### src/rtl/hazard_ctrl.sv
// -----------------------------------------------------------------------------
// hazard_ctrl
//   Pipeline hazard detection and stall/flush control for a 5-stage pipeline
//   that resolves branches and jumps in ID.
//
//   Detects four hazard kinds against the instruction in ID:
//     - load-use             (EX load feeds an ALU/store operand)  : 1 stall
//     - ALU-to-branch        (EX ALU result feeds a branch/jump)   : 1 stall
//     - load-to-branch (EX)  (EX load feeds a branch/jump)         : 2 stalls
//     - load-to-branch (MEM) (MEM load feeds a branch/jump)        : 1 stall
//   Stalls are asserted in the same cycle the hazard is seen. A two-cycle
//   hazard parks the FSM in HOLD for the second stall cycle. Register 0 never
//   matches. MemStall freezes everything and drives all controls inactive.
//
//   Build option:
//     HAZARD_STATS_EN  adds saturating 32-bit StallCount / FlushCount outputs.
//
//   Ports:
//     clk, rst                 clock, asynchronous active-high reset
//     IF_ID_Rs, IF_ID_Rt       ID-stage source registers
//     UsesRt                   ID instruction reads Rt as ALU/store operand
//     ID_EX_MemRead/RegWrite/Rd  EX-stage load flag, write enable, destination
//     EX_MEM_MemRead/Rd        MEM-stage load flag, destination
//     PCWriteCond, Jump        ID branch type / jump type (nonzero = active)
//     BranchTaken              ID compare result (meaningful with PCWriteCond)
//     MemStall                 external memory wait request
//     PCWrite, IF_ID_Write     PC and IF/ID register write enables
//     ID_EX_Bubble             insert a bubble into ID/EX
//     IF_ID_Flush              squash the instruction in IF/ID
//     StallCount, FlushCount   (HAZARD_STATS_EN only) event counters
// -----------------------------------------------------------------------------
module hazard_ctrl (
  input  logic        clk,
  input  logic        rst,
  input  logic [4:0]  IF_ID_Rs,
  input  logic [4:0]  IF_ID_Rt,
  input  logic        UsesRt,
  input  logic        ID_EX_MemRead,
  input  logic        ID_EX_RegWrite,
  input  logic [4:0]  ID_EX_Rd,
  input  logic        EX_MEM_MemRead,
  input  logic [4:0]  EX_MEM_Rd,
  input  logic [3:0]  PCWriteCond,
  input  logic [1:0]  Jump,
  input  logic        BranchTaken,
  input  logic        MemStall,
  output logic        PCWrite,
  output logic        IF_ID_Write,
  output logic        ID_EX_Bubble,
  output logic        IF_ID_Flush
`ifdef HAZARD_STATS_EN
  ,
  output logic [31:0] StallCount,
  output logic [31:0] FlushCount
`endif
);

  localparam int unsigned REG_W = 5;
  localparam int unsigned CNT_W = 32;

  localparam logic [0:0] IDLE = 1'b0;
  localparam logic [0:0] HOLD = 1'b1;

  logic [0:0] state;
  logic [0:0] state_next;

  // Operand-match terms; a zero destination never matches.
  logic ex_rd_nz;
  logic mem_rd_nz;
  logic cond_act;
  logic jump_act;
  logic br;
  logic ma_ex;
  logic mb_ex;
  logic mb_mem;

  always_comb begin
    ex_rd_nz  = (ID_EX_Rd  != REG_W'(0));
    mem_rd_nz = (EX_MEM_Rd != REG_W'(0));
    cond_act  = (PCWriteCond != 4'(0));
    jump_act  = (Jump != 2'(0));
    br        = cond_act || jump_act;

    ma_ex  = ex_rd_nz &&
             ((ID_EX_Rd == IF_ID_Rs) || (UsesRt && (ID_EX_Rd == IF_ID_Rt)));
    mb_ex  = ex_rd_nz &&
             ((ID_EX_Rd == IF_ID_Rs) || (cond_act && (ID_EX_Rd == IF_ID_Rt)));
    mb_mem = mem_rd_nz &&
             ((EX_MEM_Rd == IF_ID_Rs) || (cond_act && (EX_MEM_Rd == IF_ID_Rt)));
  end

  // Hazard classification by required stall length.
  logic haz_load_use;
  logic haz_alu_br;
  logic haz_ld_br_ex;
  logic haz_ld_br_mem;
  logic haz_one;
  logic haz_two;

  always_comb begin
    haz_load_use  = ID_EX_MemRead && ma_ex && !br;
    haz_alu_br    = br && ID_EX_RegWrite && !ID_EX_MemRead && mb_ex;
    haz_ld_br_ex  = br && ID_EX_MemRead && mb_ex;
    haz_ld_br_mem = br && EX_MEM_MemRead && mb_mem;
    haz_one       = haz_load_use || haz_alu_br || haz_ld_br_mem;
    haz_two       = haz_ld_br_ex;
  end

  // State register.
  always_ff @(posedge clk or posedge rst) begin
    if (rst) begin
      state <= IDLE;
    end else begin
      state <= state_next;
    end
  end

  // Next-state and Mealy control outputs.
  logic stall;
  logic flush;

  always_comb begin
    state_next   = state;
    stall        = 1'b0;
    flush        = 1'b0;
    PCWrite      = 1'b1;
    IF_ID_Write  = 1'b1;
    ID_EX_Bubble = 1'b0;
    IF_ID_Flush  = 1'b0;

    case (state)
      IDLE: begin
        stall = haz_one || haz_two;
        if (haz_two) begin
          state_next = HOLD;
        end
      end
      HOLD: begin
        stall      = 1'b1;
        state_next = IDLE;
      end
      default: begin
        state_next = IDLE;
      end
    endcase

    // A taken branch/jump only redirects once no hazard holds it back.
    flush = !stall && br && (BranchTaken || jump_act);

    if (MemStall) begin
      // Memory wait freezes the FSM and idles every control.
      state_next   = state;
      stall        = 1'b0;
      flush        = 1'b0;
      PCWrite      = 1'b0;
      IF_ID_Write  = 1'b0;
    end else if (stall) begin
      PCWrite      = 1'b0;
      IF_ID_Write  = 1'b0;
      ID_EX_Bubble = 1'b1;
    end else if (flush) begin
      IF_ID_Flush  = 1'b1;
    end

    // Reset forces the pass-through controls regardless of inputs.
    if (rst) begin
      stall        = 1'b0;
      flush        = 1'b0;
      PCWrite      = 1'b1;
      IF_ID_Write  = 1'b1;
      ID_EX_Bubble = 1'b0;
      IF_ID_Flush  = 1'b0;
    end
  end

`ifdef HAZARD_STATS_EN
  // Saturating event counters; stall/flush are already gated by MemStall.
  always_ff @(posedge clk or posedge rst) begin
    if (rst) begin
      StallCount <= CNT_W'(0);
      FlushCount <= CNT_W'(0);
    end else begin
      if (stall && (StallCount != {CNT_W{1'b1}})) begin
        StallCount <= StallCount + CNT_W'(1);
      end
      if (flush && (FlushCount != {CNT_W{1'b1}})) begin
        FlushCount <= FlushCount + CNT_W'(1);
      end
    end
  end
`endif

endmodule

### config.mk
export PLATFORM = sky130hd
export DESIGN_NAME = hazard_ctrl
export DESIGN_NICKNAME = d
export VERILOG_FILES = /design/src/rtl/hazard_ctrl.sv
export SDC_FILE = /design/constraint.sdc
export NUM_CORES = 1
export LEC_CHECK = 0
export CAP_MARGIN = 5
export CORE_AREA = 2 2 40 42
export DETAILED_ROUTE_END_ITERATION = 7
export DIE_AREA = 0 0 42 44
export PLACE_DENSITY_LB_ADDON = 0.15
export RECOVER_POWER = 25
export SLEW_MARGIN = 25
export SYNTH_ARGS = -nofsm -noshare
export SYNTH_HDL_FRONTEND = slang
export SYNTH_SLANG_ARGS = --single-unit
### constraint.sdc
create_clock -name clk -period 8.9 [get_ports clk]
set_clock_uncertainty 0.2 [all_clocks]
set_input_delay 2.225 -clock clk [delete_from_list [all_inputs] [get_ports clk]]
set_output_delay 2.225 -clock clk [all_outputs]
set_load 0.01 [all_outputs]
; Word level (Yosys, flattened, before mapping)
; Cells that the tools add are included.
; W data, S select, Z words.
[classes]
n_reduce_logical = 32
bitwise_logic = 1
n_eq_ne = 4
n_mux = 13
[ops]
columns = op, count
row1 = $eq A5 B5 Y1, 4
row2 = $logic_and A1 B1 Y1, 17
row3 = $mux W1, 11
row4 = $reduce_bool A5 Y1, 2
row5 = $logic_or A1 B1 Y1, 8
row6 = $pmux W1 S2, 2
row7 = $reduce_bool A4 Y1, 1
row8 = $logic_not A1 Y1, 3
row9 = $reduce_bool A2 Y1, 1
row10 = $not A1 Y1, 1
[word_totals]
word_cells = 51
ff_bits = 1

; Longest topological paths before layout
; Gate-level depths: netlist (run 1).
[depth]
ltp_word = 17
ltp_mapped = 7
mapped_depth_nobuf = 6

; Worst setup path before layout (run 1)
; No wires, ideal clock.
[synth_timing]
path_kind = input port to output port
start = input port PCWriteCond[1]
end = output port PCWrite
n_path_buf = 1
arrival_time_ns = 3.826
t_required_ns = 6.475
setup_slack_ns = 2.649
stages = 6
cell_sequence = or4_4 > nor3_4 > a211oi_1 > o32a_1 > a211o_1 > buf_4
[synth_between]
elab_chain_cells = 12
elab_cells_between_ends = 24
classes_between = mux (4) / reduce/logical (20)
[synth_lines]
columns = item, line
row1 = start: declaration, 43  ; input logic [3:0] PCWriteCond,
row2 = $reduce_bool A4 Y1 (*), 80  ; cond_act = (PCWriteCond != 4'(0));
row3 = $logic_or A1 B1 Y1 / $logic_and A1 B1 Y1 (equally long branches), "82, 87"
row4 = $logic_and A1 B1 Y1 / $logic_or A1 B1 Y1 (equally long branches), "102, 87"
row5 = "$logic_and A1 B1 Y1, on equally long branches", "102, 86"
row6 = $logic_and A1 B1 Y1, 102  ; haz_alu_br = br && ID_EX_RegWrite && !ID_EX_MemRead && mb_ex;
row7 = $logic_or A1 B1 Y1 (2 in series), 105  ; haz_one = haz_load_use || haz_alu_br || haz_ld_br_mem;
row8 = $logic_or A1 B1 Y1 (*), 133  ; stall = haz_one || haz_two;
row9 = $pmux W1 S2 (*), 131  ; case (state)
row10 = $mux W1 (*) (3 in series), n/a
row11 = end: declaration, 47  ; output logic PCWrite,
; Every way passes the cells marked *; elsewhere a longest branch is shown, timed or not.

; Final worst setup path (run 1)
[layout_timing]
start = input port PCWriteCond[1]
end = output port PCWrite
[layout_between]
elab_chain_cells = 12
elab_cells_between_ends = 24
classes_between = mux (4) / reduce/logical (20)
[layout_lines]
columns = item, line
row1 = $reduce_bool A4 Y1 (*), 80
row2 = $logic_or A1 B1 Y1 / $logic_and A1 B1 Y1 (equally long branches), "82, 87"
row3 = $logic_and A1 B1 Y1 / $logic_or A1 B1 Y1 (equally long branches), "102, 87"
row4 = "$logic_and A1 B1 Y1, on equally long branches", "102, 86"
row5 = $logic_and A1 B1 Y1, 102
row6 = $logic_or A1 B1 Y1 (2 in series), 105
row7 = $logic_or A1 B1 Y1 (*), 133
row8 = $pmux W1 S2 (*), 131
row9 = $mux W1 (*), 157  ; end else if (stall) begin
row10 = $mux W1 (*), 150  ; if (MemStall) begin
row11 = $mux W1 (*), 166  ; if (rst) begin
; Marked as above.

==> impl_metrics.tcl, run 1 <==
set metrics [dict create \
    status "complete, no violations" \
    hpwl_mm 1.21 \
    synthCells 60 \
    worst_setup_path_end_kind "primary output" \
    rows 14 \
    drt_wl_total_mm 1.31 \
    setup_viol 0 \
    hp-class "reg -> reg" \
    reg.largest.list "state (1)" \
    dieArea_sq_mm 0.00185 \
    cp-start-kind "input pin" \
    synth_cell_types 24 \
    grt_overflow 0 \
    fin_crit_sh_pct 79.0 \
    fin_area_sq_um 828 \
    start_util_pct 31.4 \
    hold_buffers 0 \
    setup_tns_ns 0 \
    fin_crit_ns 7.03 \
    max_freq_ghz 0.142 \
    place_congestion 0.782 \
    worst-r2r-setup-slack_ns 7.56 \
    layout_commonest_cell "clkdlybuf4s50_1" \
    criticalPathCategory "in -> out" \
    drive_above_1_share_pct 4.17 \
    rsz0062_at_grt "false" \
    slowest_delay_ns 0.58 \
    slew_violations 0 \
    cp_common_cell "clkdlybuf4s50_1" \
    grt_pass1_wl_mm 2.24 \
    syn_area_per_cell_sq_um 7.42 \
    leakagePower_nw 0.291 \
    slew_headroom_pct 84.1 \
    dp_cells 112 \
    grt_max_degree 7 \
    antenna_found_initial 0 \
    p_total_mw 0.0419 \
    largest_reg_flops 1 \
    ios 38 \
    largest-register "state" \
    powerDensity_mw_per_mm2 50.6 \
    track_usage_pct 14.8 \
    ys_ff_latch 1 \
    peakVddDrop_uv 24.3 \
    numPortBuffers 37 \
    fin_ws_ns 1.87 \
    fp.coreArea_sq_mm 0.00142 \
    antennaDiodeCount 0 \
    ctsResizeCount 0 \
    mostFrequentLayoutCells "clkdlybuf4s50_1 (36), xnor2_1 (13), xor2_1 (7)" \
    nets 132 \
    drt_first_pass_iters 4 \
    ant_nets 0 \
    crit_chain "clkdlybuf4s50_1 -> or4_4 -> nor3_4 -> a211oi_1 -> o32a_1 -> a211o_1 -> clkdlybuf4s50_1" \
    hold_violations 0 \
    via_per_inst 4.96 \
    clk_latency_ns 0 \
    die_w_um 42 \
    ys_seq_area_share_pct 5.62 \
    grt_pass1_vias 549 \
    wl_per_cell_um 11.7 \
    drc_errors 0 \
    syn_area_sq_um 445 \
    clkTransAtPathRegs_ns 0 \
    yosysWarningCount 0 \
    timing.hold.ws_ns 0.385 \
    drt_iter0_drc 4 \
    syn_to_final_growth_pct 86.0 \
    cp_slowest_cell "or4_4" \
    pre_cts_ws_ns 1.85 \
    utilization_pct 58.4 \
    die_y_um 44 \
    cap_violations 0 \
    required_ns 6.48 \
    synth_nets 94 \
    critPathMaxFanout 4 \
    cp.arrival_ns 4.61 \
    dpl_cell_area_sq_um 828 \
    worst_slew_pin_slew_ns 0.236 \
    fin_cells 112 \
    vias 555 \
    postCtsSetupBuffers 0 \
]
==> cell usage after synthesis (all sizes together) <==
| cell | number | area (sq um) |
|---|---|---|
| nor2 | 6 | 25.0 |
| a21oi | 1 | 5.00 |
| nor3 | 5 | 47.5 |
| or4 | 4 | 33.8 |
| nand3 | 3 | 15.0 |
| xnor2 | 13 | 114 |
| inv | 2 | 7.51 |
| nand2 | 3 | 11.3 |
| a211o | 1 | 8.76 |
| and3 | 1 | 6.26 |
| buf | 1 | 7.51 |
| dfrtp | 1 | 25.0 |
| nor4 | 2 | 12.5 |
| a211oi | 1 | 7.51 |
| o21ba | 1 | 10.0 |
| o21ai | 5 | 25.0 |
| xor2 | 7 | 61.3 |
| a31oi | 1 | 6.26 |
| o32a | 1 | 10.0 |
| nand4 | 1 | 6.26 |
==> cell families (layout without fill, tap and decap cells) <==
family          Yosys count  in the layout  share of synthesized area, %
simple gates             25             25                          35.4
flops                     1              1                          5.62
compound gates           11             11                          16.3
xor+xnor                 20             20                          39.3
buf+inv                   3             39                          3.37
==> where the power goes <==
group	internal, mW	switching [mW]
Sequential	0.00480	0.000237
Combinational	0.0230	0.0139
Clock	0	0
Total	0.0278	0.0141
==> cell type report <==
| cell class | count | area (sq um) |
|---|---|---|
| fill | 143 | 591 |
| multi-input combinational | 56 | 405 |
| tap | 16 | 20.0 |
| inverter | 2 | 7.51 |
| timing repair buffer | 37 | 370 |
| sequential | 1 | 25.0 |
==> routing by layer <==
layer,vias up,track usage [%],wire length (um)
met2,22,28.7,643
met3,0,2.08,96
met5,-,0,0
li1,289,-,-
met1,244,18.3,571
met4,0,0,0
==> path summary, 6_finish.rpt <==
check / from / to / cells after the start
setup / recovery: PCWriteCond[1] / PCWrite / 7
hold reg to reg: state / state / 2
setup reg to reg: state / state / 2
hold / removal: state / state / 2
max in group asynchronous: rst / state / 2
min in group asynchronous: rst / state / 2
==> critical path, delay by kind of cell <==
kind	cells	cell delay (ns)
buffers and inverters	2	0.88
AO/OA/AOI/OAI	3	0.76
AND/OR/NAND/NOR	2	0.75
Power figures use the tool's default switching activity.
==> inputs of run 2 (changes only) <==
--- a/config.mk
+++ b/config.mk
@@ -6,9 +6,9 @@
 export NUM_CORES = 1
 export LEC_CHECK = 0
 export CAP_MARGIN = 5
-export CORE_AREA = 2 2 40 42
+export CORE_AREA = 2 2 41 43
 export DETAILED_ROUTE_END_ITERATION = 7
-export DIE_AREA = 0 0 42 44
+export DIE_AREA = 0 0 43 45
 export PLACE_DENSITY_LB_ADDON = 0.15
 export RECOVER_POWER = 25
 export SLEW_MARGIN = 25
==> constraint.sdc (replaced) <==
create_clock -name clk -period 6.7 [get_ports clk]
set_clock_uncertainty 0.2 [all_clocks]
set_input_delay 1.675 -clock clk [delete_from_list [all_inputs] [get_ports clk]]
set_output_delay 1.675 -clock clk [all_outputs]
set_load 0.01 [all_outputs]
==> run 2 against run 1 <==
  * Utilization is 2.1 points lower
  * Routed wire length is 2.0% lower
  * Die area is 4.7% higher
  * Total power is 34% higher
  * Hold slack worse by 0.014 ns
  * Design area stayed put
  * Sequential share of layout area stayed put
  * Sequential cell count stayed put
  * Critical endpoint is now IF_ID_Write
  * Highest routed layer unchanged
==> impl_metrics.tcl, run 2 (synthesis results as in run 1) <==
set metrics [dict create \
    worst_setup_path_end_kind "primary output" \
    rows 14 \
    wl_met1_um 577 \
    crit_chain "clkdlybuf4s50_1 -> or4_4 -> nor3_4 -> a211oi_1 -> o32a_1 -> a211o_1 -> clkdlybuf4s50_1" \
    fin_crit_sh_pct 88.4 \
    numPortBuffers 37 \
    ctsResizeCount 0 \
    syn_to_final_growth_pct 86.0 \
    drive_above_1_share_pct 4.17 \
    clkTransAtPathRegs_ns 0 \
    antennaDiodeCount 0 \
    cap_violations 0 \
    worst-r2r-setup-slack_ns 5.37 \
    wl_per_cell_um 11.5 \
    drc_errors 0 \
    grt_max_degree 7 \
    fin_crit_ns 5.93 \
    powerDensity_mw_per_mm2 67.8 \
    hpwl_mm 1.19 \
    postCtsSetupBuffers 0 \
    reg.largest.list "state (1)" \
    ant_nets 0 \
    slew_violations 0 \
    slew_headroom_pct 81.7 \
    antenna_found_initial 0 \
    cp.arrival_ns 4.05 \
    setup_viol 0 \
    max_freq_ghz 0.169 \
    slowest_delay_ns 0.57 \
    vias 544 \
    drt_first_pass_iters 4 \
    met3_length_um 97 \
    ios 38 \
    largest-register "state" \
    cp-start-kind "input pin" \
    hold_violations 0 \
    worst_slew_pin_slew_ns 0.274 \
    criticalPathCategory "in -> out" \
    utilization_pct 56.3 \
    track_usage_pct 14.2 \
    rsz0062_at_grt "false" \
    grt_pass1_wl_mm 2.21 \
    layout_commonest_cell "clkdlybuf4s50_1" \
    fin_ws_ns 0.775 \
    peakVddDrop_uv 30.9 \
    clk_latency_ns 0 \
    maxUsedRoutingLayer "met3" \
    cp_common_cell "clkdlybuf4s50_1" \
    dieArea_sq_mm 0.00194 \
    fp.coreArea_sq_mm 0.00147 \
    cp_slowest_cell "or4_4" \
    place_congestion 0.796 \
    die_w_um 43 \
    drt_wl_total_mm 1.29 \
    mostFrequentLayoutCells "clkdlybuf4s50_1 (36), xnor2_1 (13), xor2_1 (7)" \
    pre_cts_ws_ns 0.766 \
    hold_buffers 0 \
    grt_overflow 0 \
    required_ns 4.83 \
    grt_pass1_vias 516 \
    drt_iter0_drc 9 \
    critPathMaxFanout 4 \
    via_per_inst 4.86 \
    die_y_um 45 \
    fin_cells 112 \
    hp-class "reg -> reg" \
    nets 132 \
    leakagePower_nw 0.291 \
    largest_reg_flops 1 \
    setup_tns_ns 0 \
    dp_cells 112 \
    met2_length_um 611 \
    status "complete, no violations" \
    start_util_pct 30.3 \
]
run 2: critical path: cells and delay by family:
kind            cells  cell delay, ns
compound gates      3            0.76
simple gates        2            0.73
buf+inv             2            0.88
run 2: per-stage QoR:
stage	hold slack (ns)	cell area [sq um]	power, mW
6_report	0.371	828	0.0562
3_3_place_gp	0.379	828	0.0559
4_1_cts	0.378	828	0.0567
3_5_place_dp	0.379	828	0.0565
2_1_floorplan	0.324	445	0.0265
5_1_grt	0.404	828	0.0606
run 2: power breakdown:
part / total (mW) / internal [mW] / switching (mW) / leakage (nW)
logic: 0.0495 / 0.0305 / 0.0190 / 0.277
registers: 0.00668 / 0.00637 / 0.000308 / 0.0139
clock network: 0 / 0 / 0 / 0
total: 0.0562 / 0.0369 / 0.0193 / 0.291
run 2: final timing paths:
check	from	endpoint	cells after the start
worst max-delay path	PCWriteCond[1]	IF_ID_Write	7
worst min-delay path	state	state	2
worst max register to register	state	state	2
worst min register to register	state	state	2
max in group asynchronous	rst	state	2
min in group asynchronous	rst	state	2
run 2: metal layers:
layer / global-route usage, % / vias up
met2: 26.4 / 24
met5: 0 / -
met1: 19.1 / 230
met4: 0 / 0
li1: - / 290
met3: 1.20 / 0
run 2: layout make-up:
class                      instances  area [sq um]
timing repair buffer              37           370
sequential                         1          25.0
fill                             157           643
tap                               16          20.0
multi-input combinational         56           405
inverter                           2          7.51
==> inputs of run 3 (changes only) <==
--- a/config.mk
+++ b/config.mk
@@ -5,10 +5,10 @@
 export SDC_FILE = /design/constraint.sdc
 export NUM_CORES = 1
 export LEC_CHECK = 0
-export CAP_MARGIN = 5
-export CORE_AREA = 2 2 41 43
+export CAP_MARGIN = 10
+export CORE_AREA = 2 2 40 42
 export DETAILED_ROUTE_END_ITERATION = 7
-export DIE_AREA = 0 0 43 45
+export DIE_AREA = 0 0 42 44
 export PLACE_DENSITY_LB_ADDON = 0.15
 export RECOVER_POWER = 25
 export SLEW_MARGIN = 25
==> constraint.sdc (replaced) <==
create_clock -name clk -period 7.5 [get_ports clk]
set_clock_uncertainty 0.2 [all_clocks]
set_input_delay 1.875 -clock clk [delete_from_list [all_inputs] [get_ports clk]]
set_output_delay 1.875 -clock clk [all_outputs]
set_load 0.01 [all_outputs]
==> run 3 against run 2 <==
  * Final cell count is the same
  * Sequential share of layout area is the same
  * Register-to-register slack gained 0.79 ns
  * Sequential cell count is the same
  * Via count grew 2.8%
  * Total power shrank 12%
  * Hold slack gained 0.011 ns
  * Sequential power shrank 11%
  * Design area is the same
  * Die area shrank 4.5%
  * Critical path type unchanged
  * Critical endpoint is now PCWrite
==> impl_metrics.tcl, run 3 (synthesis results as in run 1) <==
set metrics [dict create \
    status "complete, no violations" \
    rsz0062_at_grt "false" \
    grt_max_degree 7 \
    drt_iter0_drc 6 \
    cp_common_cell "clkdlybuf4s50_1" \
    hp-class "reg -> reg" \
    cp_slowest_cell "or4_4" \
    drt_wl_total_mm 1.31 \
    fin_cells 112 \
    grt_pass1_vias 534 \
    wl_per_cell_um 11.7 \
    hold_violations 0 \
    mostFrequentLayoutCells "clkdlybuf4s50_1 (36), xnor2_1 (13), xor2_1 (7)" \
    max_freq_ghz 0.158 \
    largest_reg_flops 1 \
    wl_met1_um 571 \
    ctsResizeCount 0 \
    place_congestion 0.782 \
    ant_nets 0 \
    dieArea_sq_mm 0.00185 \
    vias 559 \
    fin_crit_ns 6.32 \
    setup_viol 0 \
    peakVddDrop_uv 27.3 \
    setup_tns_ns 0 \
    fin_crit_sh_pct 84.2 \
    slew_headroom_pct 83.0 \
    numPortBuffers 37 \
    powerDensity_mw_per_mm2 59.9 \
    slowest_delay_ns 0.58 \
    rows 14 \
    clk_latency_ns 0 \
    leakagePower_nw 0.291 \
    maxUsedRoutingLayer "met3" \
    largest-register "state" \
    postCtsSetupBuffers 0 \
    syn_to_final_growth_pct 86.0 \
    worst_setup_path_end_kind "primary output" \
    drc_errors 0 \
    dp_cells 112 \
    grt_overflow 0 \
    die_w_um 42 \
    required_ns 5.43 \
    drive_above_1_share_pct 4.17 \
    cp-start-kind "input pin" \
    antennaDiodeCount 0 \
    die_y_um 44 \
    ios 38 \
    dpl_cell_area_sq_um 828 \
    cap_violations 0 \
    antenna_found_initial 0 \
    cp_top_family "buffers and inverters" \
    nets 132 \
    drt_first_pass_iters 4 \
    slew_violations 0 \
    worst_slew_pin_slew_ns 0.253 \
    fp.coreArea_sq_mm 0.00142 \
    fin_area_sq_um 828 \
    clkTransAtPathRegs_ns 0 \
    crit_chain "clkdlybuf4s50_1 -> or4_4 -> nor3_4 -> a211oi_1 -> o32a_1 -> a211o_1 -> clkdlybuf4s50_1" \
    layout_commonest_cell "clkdlybuf4s50_1" \
    hold_buffers 0 \
    worstPathBufferInverterCount 2 \
    criticalPathCategory "in -> out" \
    grt_pass1_wl_mm 2.25 \
    met2_length_um 652 \
    start_util_pct 31.4 \
    critPathMaxFanout 4 \
    track_usage_pct 14.9 \
    reg.largest.list "state (1)" \
    via_per_inst 4.99 \
    p_total_mw 0.0496 \
    met3_length_um 82 \
    hpwl_mm 1.23 \
    cp.arrival_ns 4.24 \
]
## run 3: cell counts in the layout (fill, tap and decap cells not counted)
Identical to the previous run, type by type.
## run 3: through the flow
step                      utilization [%]  hold WS [ns]  setup WS (ns)
after floorplan                         -         0.324           1.95
after global placement               58.4         0.382           1.21
after detailed placement             58.4         0.391           1.16
after CTS                            58.4         0.387           1.15
after global routing                 58.4         0.424           1.10
final                                58.4         0.382           1.18
## run 3: power by group
group | switching (mW) | internal [mW] | total, mW
logic | 0.0164 | 0.0273 | 0.0436
clock network | 0 | 0 | 0
registers | 0.000282 | 0.00569 | 0.00597
total | 0.0166 | 0.0329 | 0.0496
## run 3: path summary, 6_finish.rpt
kind | start | endpoint | slack, ns | cells past startpoint
setup reg to reg | state | state | 6.16 | 2
max in group asynchronous | rst | state | 4.97 | 2
hold / removal | state | state | 0.38 | 2
min in group asynchronous | rst | state | 2.04 | 2
setup / recovery | PCWriteCond[1] | PCWrite | 1.18 | 7
hold reg to reg | state | state | 0.38 | 2
## run 3: area by class of cell
class | count | area, sq um
inverters | 2 | 7.51
repair buffers | 37 | 370
multi-input cells | 56 | 405
well taps | 16 | 20.0
fillers | 139 | 591
flip-flops and latches | 1 | 25.0
## run 3: layer usage
layer,global-route usage (%),up-vias
li1,-,291
met2,28.1,16
met5,0,-
met4,0,0
met1,19.0,252
met3,2.08,0
## run 3: worst reg2reg max path: stages (launching register included)
cell	delay [ns]
dfrtp_1	0.40
or4_1	0.53
o21ai_1	0.13
